$ cat src/rtl/jtopl_pkg.sv
// Shared constants for the OPL timer block: prescaler defaults and status byte layout.
package jtopl_pkg;

  localparam int SAMPLES_PER_TICK_A = 4;
  localparam int SAMPLES_PER_TICK_B = 16;

  localparam logic [2:0] STATUS_IRQ_BIT = 3'd7;
  localparam logic [2:0] STATUS_FA_BIT  = 3'd6;
  localparam logic [2:0] STATUS_FB_BIT  = 3'd5;

endpackage

$ cat src/rtl/jtopl_timer_cnt.sv
// One OPL timer: 8-bit up-counter with load-edge preset, wrap detection and a
// latched overflow flag.
module jtopl_timer_cnt (
  input  logic       clk,
  input  logic       rst_n,
  input  logic       tick_i,
  input  logic [7:0] value_i,
  input  logic       load_i,
  input  logic       flagen_i,
  input  logic       clr_i,
  output logic       flag_o,
  output logic       ovf_o
);

  logic [7:0] cnt_q, cnt_d;
  logic       load_q;
  logic       flag_q, flag_d;
  logic       load_edge;
  logic       ovf_w;

  always_comb begin
    load_edge = load_i && !load_q;
    ovf_w     = 1'b0;
    cnt_d     = cnt_q;
    // A load edge takes priority over a coincident tick: the preset is not counted.
    if (load_edge) begin
      cnt_d = value_i;
    end else if (load_i && tick_i) begin
      if (cnt_q == 8'hFF) begin
        cnt_d = value_i;
        ovf_w = 1'b1;
      end else begin
        cnt_d = cnt_q + 8'd1;
      end
    end
    // Set beats clear so an overflow landing on a clear is never lost.
    flag_d = flag_q;
    if (ovf_w && flagen_i) begin
      flag_d = 1'b1;
    end else if (clr_i) begin
      flag_d = 1'b0;
    end
  end

  always_ff @(posedge clk) begin
    if (!rst_n) begin
      cnt_q  <= 8'h00;
      load_q <= 1'b0;
      flag_q <= 1'b0;
    end else begin
      cnt_q  <= cnt_d;
      load_q <= load_i;
      flag_q <= flag_d;
    end
  end

  assign flag_o = flag_q;
  assign ovf_o  = ovf_w;

endmodule

$ cat src/rtl/jtopl_timers.sv
// OPL timers A/B with sample prescalers, status byte and IRQ line.
// Optional CSM key-on pulse enabled by defining JTOPL_CSM_EN.
module jtopl_timers
  import jtopl_pkg::*;
#(
  parameter int PRE_A = SAMPLES_PER_TICK_A,
  parameter int PRE_B = SAMPLES_PER_TICK_B
) (
  input  logic       clk,
  input  logic       rst_n,
  input  logic       cenop,
  input  logic       zero,
  input  logic [7:0] value_A,
  input  logic [7:0] value_B,
  input  logic       load_A,
  input  logic       load_B,
  input  logic       flagen_A,
  input  logic       flagen_B,
  input  logic       clr_flag_A,
  input  logic       clr_flag_B,
  input  logic       csm_en,
  output logic       flag_A,
  output logic       flag_B,
  output logic       overflow_A,
  output logic       irq_n,
  output logic [7:0] status,
  output logic       csm_kon
);

  localparam logic [3:0] PRE_A_LAST = 4'(PRE_A - 1);
  localparam logic [5:0] PRE_B_LAST = 6'(PRE_B - 1);

  logic       smp, tick_A, tick_B;
  logic [3:0] presc_A_q, presc_A_d;
  logic [5:0] presc_B_q, presc_B_d;
  logic       ovf_A;
  logic       ovf_b_unused;
  logic       overflow_A_q;
  logic [7:0] status_w;

  // Prescalers run freely so timer phase is independent of load.
  always_comb begin
    smp       = cenop && zero;
    tick_A    = smp && (presc_A_q == PRE_A_LAST);
    tick_B    = smp && (presc_B_q == PRE_B_LAST);
    presc_A_d = presc_A_q;
    presc_B_d = presc_B_q;
    if (smp) begin
      presc_A_d = tick_A ? 4'd0 : presc_A_q + 4'd1;
      presc_B_d = tick_B ? 6'd0 : presc_B_q + 6'd1;
    end
  end

  always_ff @(posedge clk) begin
    if (!rst_n) begin
      presc_A_q    <= 4'd0;
      presc_B_q    <= 6'd0;
      overflow_A_q <= 1'b0;
    end else begin
      presc_A_q    <= presc_A_d;
      presc_B_q    <= presc_B_d;
      overflow_A_q <= ovf_A;
    end
  end

  jtopl_timer_cnt u_timer_a (
    .clk      (clk),
    .rst_n    (rst_n),
    .tick_i   (tick_A),
    .value_i  (value_A),
    .load_i   (load_A),
    .flagen_i (flagen_A),
    .clr_i    (clr_flag_A),
    .flag_o   (flag_A),
    .ovf_o    (ovf_A)
  );

  jtopl_timer_cnt u_timer_b (
    .clk      (clk),
    .rst_n    (rst_n),
    .tick_i   (tick_B),
    .value_i  (value_B),
    .load_i   (load_B),
    .flagen_i (flagen_B),
    .clr_i    (clr_flag_B),
    .flag_o   (flag_B),
    .ovf_o    (ovf_b_unused)
  );

`ifdef JTOPL_CSM_EN
  logic csm_kon_q;

  always_ff @(posedge clk) begin
    if (!rst_n) begin
      csm_kon_q <= 1'b0;
    end else begin
      csm_kon_q <= ovf_A && csm_en;
    end
  end

  assign csm_kon = csm_kon_q;
`else
  logic csm_en_unused;
  assign csm_en_unused = csm_en;
  assign csm_kon       = 1'b0;
`endif

  always_comb begin
    status_w                 = 8'h00;
    status_w[STATUS_IRQ_BIT] = flag_A | flag_B;
    status_w[STATUS_FA_BIT]  = flag_A;
    status_w[STATUS_FB_BIT]  = flag_B;
  end

  assign overflow_A = overflow_A_q;
  assign irq_n      = ~(flag_A | flag_B);
  assign status     = status_w;

endmodule

$ cat config.mk
export PLATFORM = sky130hd
export DESIGN_NAME = jtopl_timers
export DESIGN_NICKNAME = d
export VERILOG_FILES = /design/src/rtl/jtopl_pkg.sv /design/src/rtl/jtopl_timer_cnt.sv /design/src/rtl/jtopl_timers.sv
export SDC_FILE = /design/constraint.sdc
export NUM_CORES = 1
export LEC_CHECK = 0
export ABC_AREA = 1
export CAP_MARGIN = 20
export CORE_ASPECT_RATIO = 0.6
export CORE_MARGIN = 1.5
export CORE_UTILIZATION = 35
export DETAILED_ROUTE_END_ITERATION = 6
export PLACE_DENSITY_LB_ADDON = 0.05
export RECOVER_POWER = 25
export SYNTH_ARGS = -nofsm -noshare
export SYNTH_HDL_FRONTEND = slang
export SYNTH_HIERARCHICAL = 1
export SYNTH_SLANG_ARGS = --single-unit
$ cat constraint.sdc
create_clock -name clk -period 1.65 [get_ports clk]
set_input_delay 0.2475 -clock clk [delete_from_list [all_inputs] [get_ports clk]]
set_output_delay 0.2475 -clock clk [all_outputs]
set_load 0.1 [all_outputs]
==> metrics.cfg <==
[floorplan]
die_w_um = 101.0
coreArea_um2 = 5570
num_io_pins = 40
dieHeight_um = 61.79
initial_core_util_pct = 36.19
dieArea_um2 = 6238
row_count = 21

[synthesis]
ys_async_sr_fraction_pct = 0
synth_seq_area_share_pct = 30.79
yosysTopAreaCellShare_pct = 30.79
synthMuxAreaShare_pct = 0
synth_top_family_by_area = simple AND/OR/NAND/NOR gates
synth.area.top_cells = dfxtp_1 31%, nand2_1 15%, inv_1 9.5%
syn_inst = 303
synth_area_um2 = 2016
ys_types = 29
syn_avg_cell_area_um2 = 6.652
synth-compound-area-share_pct = 10.49
synth_xor_area_share_pct = 1.738
yosys.area.top_type = dfxtp_1
synth_edf_count = 0
synth_warnings = 6
ys_ff_latch = 31
yosys.area_share.simple_pct = 39.29
synth_flop_cell = dfxtp_1
synth_adder_area_share_pct = 2.483

[critical_path]
worst_setup_path_start_kind = register
cpMaxStageDelayCell = dfxtp_1
crit_chain = ha_1, nand4_1, inv_1, nand2_1, nand2_1, buf_12, o21ai_0, inv_1, nand2_1, inv_1
arrival_ps = 1670
cpPeakStageDelay_ps = 330
crit_type = register to register
crit_required_ps = 1830
end_kind = register
crit_fanout = 11

[hold_path]
hold_class = register to register

[global_routing]
grt_antenna_before_repair = 0
grt_max_degree = 23
grtUsageTotal_pct = 15.69
grt_overflow = 0
grt_pass1_vias = 1586
grt_pass1_wl_um = 7424

[clocking]
htree_levels = 2
cts_buffer_depth = 2
cts-root-buf = clkbuf_8
clock-sinks = 31
cts_buffers = 5
clk_pin_slew_ps = 60
clkLatencyLatePin_ps = 280
cts_tree = done

[drt]
first_iter_violations = 60
drc = 0
wl_met2_um = 1508
highest_layer = met4
met3_length_um = 232
vias = 1851
drt-total-wl_um = 4416
vias_per_cell = 4.325
ant_nets = 0
wl_per_cell_um = 10.32
dr.pass1.iters = 4
wl_met1_um = 2660

[timing]
tns_ps = 0
fin_crit_ps = 1490
setup_viol = 0
finalCritPeriodShare_pct = 90.31
maxSlewHeadroom_pct = 63.55
worst_pin_slew_ps = 549.0
fmax_mhz = 671.1
setup_slack_ps = 159.9
fin_skew_ps = 8.257
maxSlewViolCount = 0
rsz0062_at_grt = no
fin_hold_ws_ps = 486.7
final_hold_viol_count = 0

[placement]
post_dp_cell_area_um2 = 2557
globalplace.congestion = 0.7552
dpl.hpwl_um = 3433
buffer_ports.inserted = 32
place_ws_ps = -86.70
dp.cells = 420

[cells_and_area]
area_growth_pct = 30.04
antennaDiodeCount = 0
layout-drive-gt1-share_pct = 15.52
final_cell_area_um2 = 2621
final_cells = 428
nets = 378

[power]
max-vdd-ir-drop_mv = 0.2423
p_per_area_nw_per_um2 = 680.0
power.leakage_nw = 1.280

[status]
status = finished clean

[flow_run]
drv_cap = 0

## per-layer routing
metal | track usage (%) | up-vias
met5 | 0 | -
met4 | 3.571 | 0
met3 | 5.257 | 2
met2 | 20.95 | 35
met1 | 23.85 | 791
li1 | - | 1023
## worst max-delay path, delay by kind of cell (launching register included)
kind / cells / cell delay (ps)
AOI/OAI and AO/OA: 1 / 140
adders and majority gates: 1 / 240
buffers and inverters: 4 / 290
DFF: 1 / 330
and+or+nand+nor: 4 / 380
## stage by stage
stage	util, %	power [mW]
after floorplan	-	1.094
after global placement	45.91	1.215
after detailed placement	45.91	1.215
after CTS	47.37	1.810
after global routing	47.06	1.894
final	47.06	1.782
## kinds of logic after synthesis
| logic type | Yosys count |
|---|---|
| simple gates | 159 |
| flops | 31 |
| buf+inv | 66 |
| other cells | 1 |
| compound gates | 38 |
| xor+xnor | 4 |
| fa+ha+maj | 4 |
## registers in the layout, summed over array words and instances (netlist names)
register	flops
overflow_A	1
u_timer_a/cnt_q	8
u_timer_b/cnt_q	8
u_timer_a/flag_o	1
u_timer_a/load_q	1
presc_A_q	4
presc_B_q	6
u_timer_b/flag_o	1
u_timer_b/load_q	1
## synth_stat cells (2+ instances only)
| master | number |
|---|---|
| buf_2 | 2 |
| nand3_1 | 32 |
| nor2_4 | 5 |
| buf_6 | 2 |
| nand4_1 | 4 |
| o21ai_1 | 2 |
| inv_1 | 51 |
| or2_2 | 2 |
| nor3_1 | 2 |
| dfxtp_1 | 31 |
| xor2_1 | 2 |
| nor2_1 | 18 |
| xnor2_1 | 2 |
| nand2_4 | 7 |
| buf_4 | 8 |
| nand2_1 | 80 |
| nor3_4 | 2 |
| inv_4 | 3 |
| nor2_2 | 2 |
| o21ai_0 | 16 |
| a21oi_1 | 13 |
| o21bai_1 | 4 |
| nand2_2 | 3 |
| a21boi_1 | 2 |
| ha_1 | 4 |
## area by class of cell
class,instances,area (um^2)
clock inverters,1,5.005
flip-flops and latches,31,624.3
well taps,80,100.1
clock buffers,7,76.32
inverters,54,210.2
repair buffers,44,486.7
multi-input cells,211,1119
fillers,599,2949
## where the power goes
group / internal (mW) / leakage [nW] / switching [mW]
clock: 0.296 / 0.0422 / 0.286
sequential: 0.790 / 0.256 / 0.0430
combinational: 0.152 / 0.982 / 0.215
total: 1.24 / 1.28 / 0.544
## final timing paths
| kind | startpoint | to | slack [ps] | cells after the start |
|---|---|---|---|---|
| hold reg to reg | presc_A_q[2]$_SDFFE_PN0P_ | presc_A_q[2]$_SDFFE_PN0P_ | 490 | 2 |
| hold / removal | presc_A_q[2]$_SDFFE_PN0P_ | presc_A_q[2]$_SDFFE_PN0P_ | 490 | 2 |
| setup reg to reg | presc_A_q[0]$_SDFFE_PN0P_ | u_timer_a/cnt_q[2]$_SDFFE_PN0P_ | 160 | 10 |
| setup / recovery | presc_A_q[0]$_SDFFE_PN0P_ | u_timer_a/cnt_q[2]$_SDFFE_PN0P_ | 160 | 10 |
## cells in the final DEF, fill, tap and decap left out, drive strengths merged
cell and instances:
nand2 90, inv 54, nand3 33, dfxtp 31, nor2 25, clkdlybuf4s50 24, o21ai 18, buf 17
a21oi 13, clkbuf 9, conb 6, o21bai 5, nand4 4, ha 4, nor3 4, xnor2 2
xor2 2, or2 2, a21boi 2, nand3b 1, clkinv 1, dlygate4sd3 1
## timing repair
item / CTS / global route
setup buffers: 0 / 0
endpoints found under the setup margin: 0 / 6
hold buffers: 0 / 0
resized for setup: 0 / 6
Note: power is estimated with default switching activity, not from simulation.
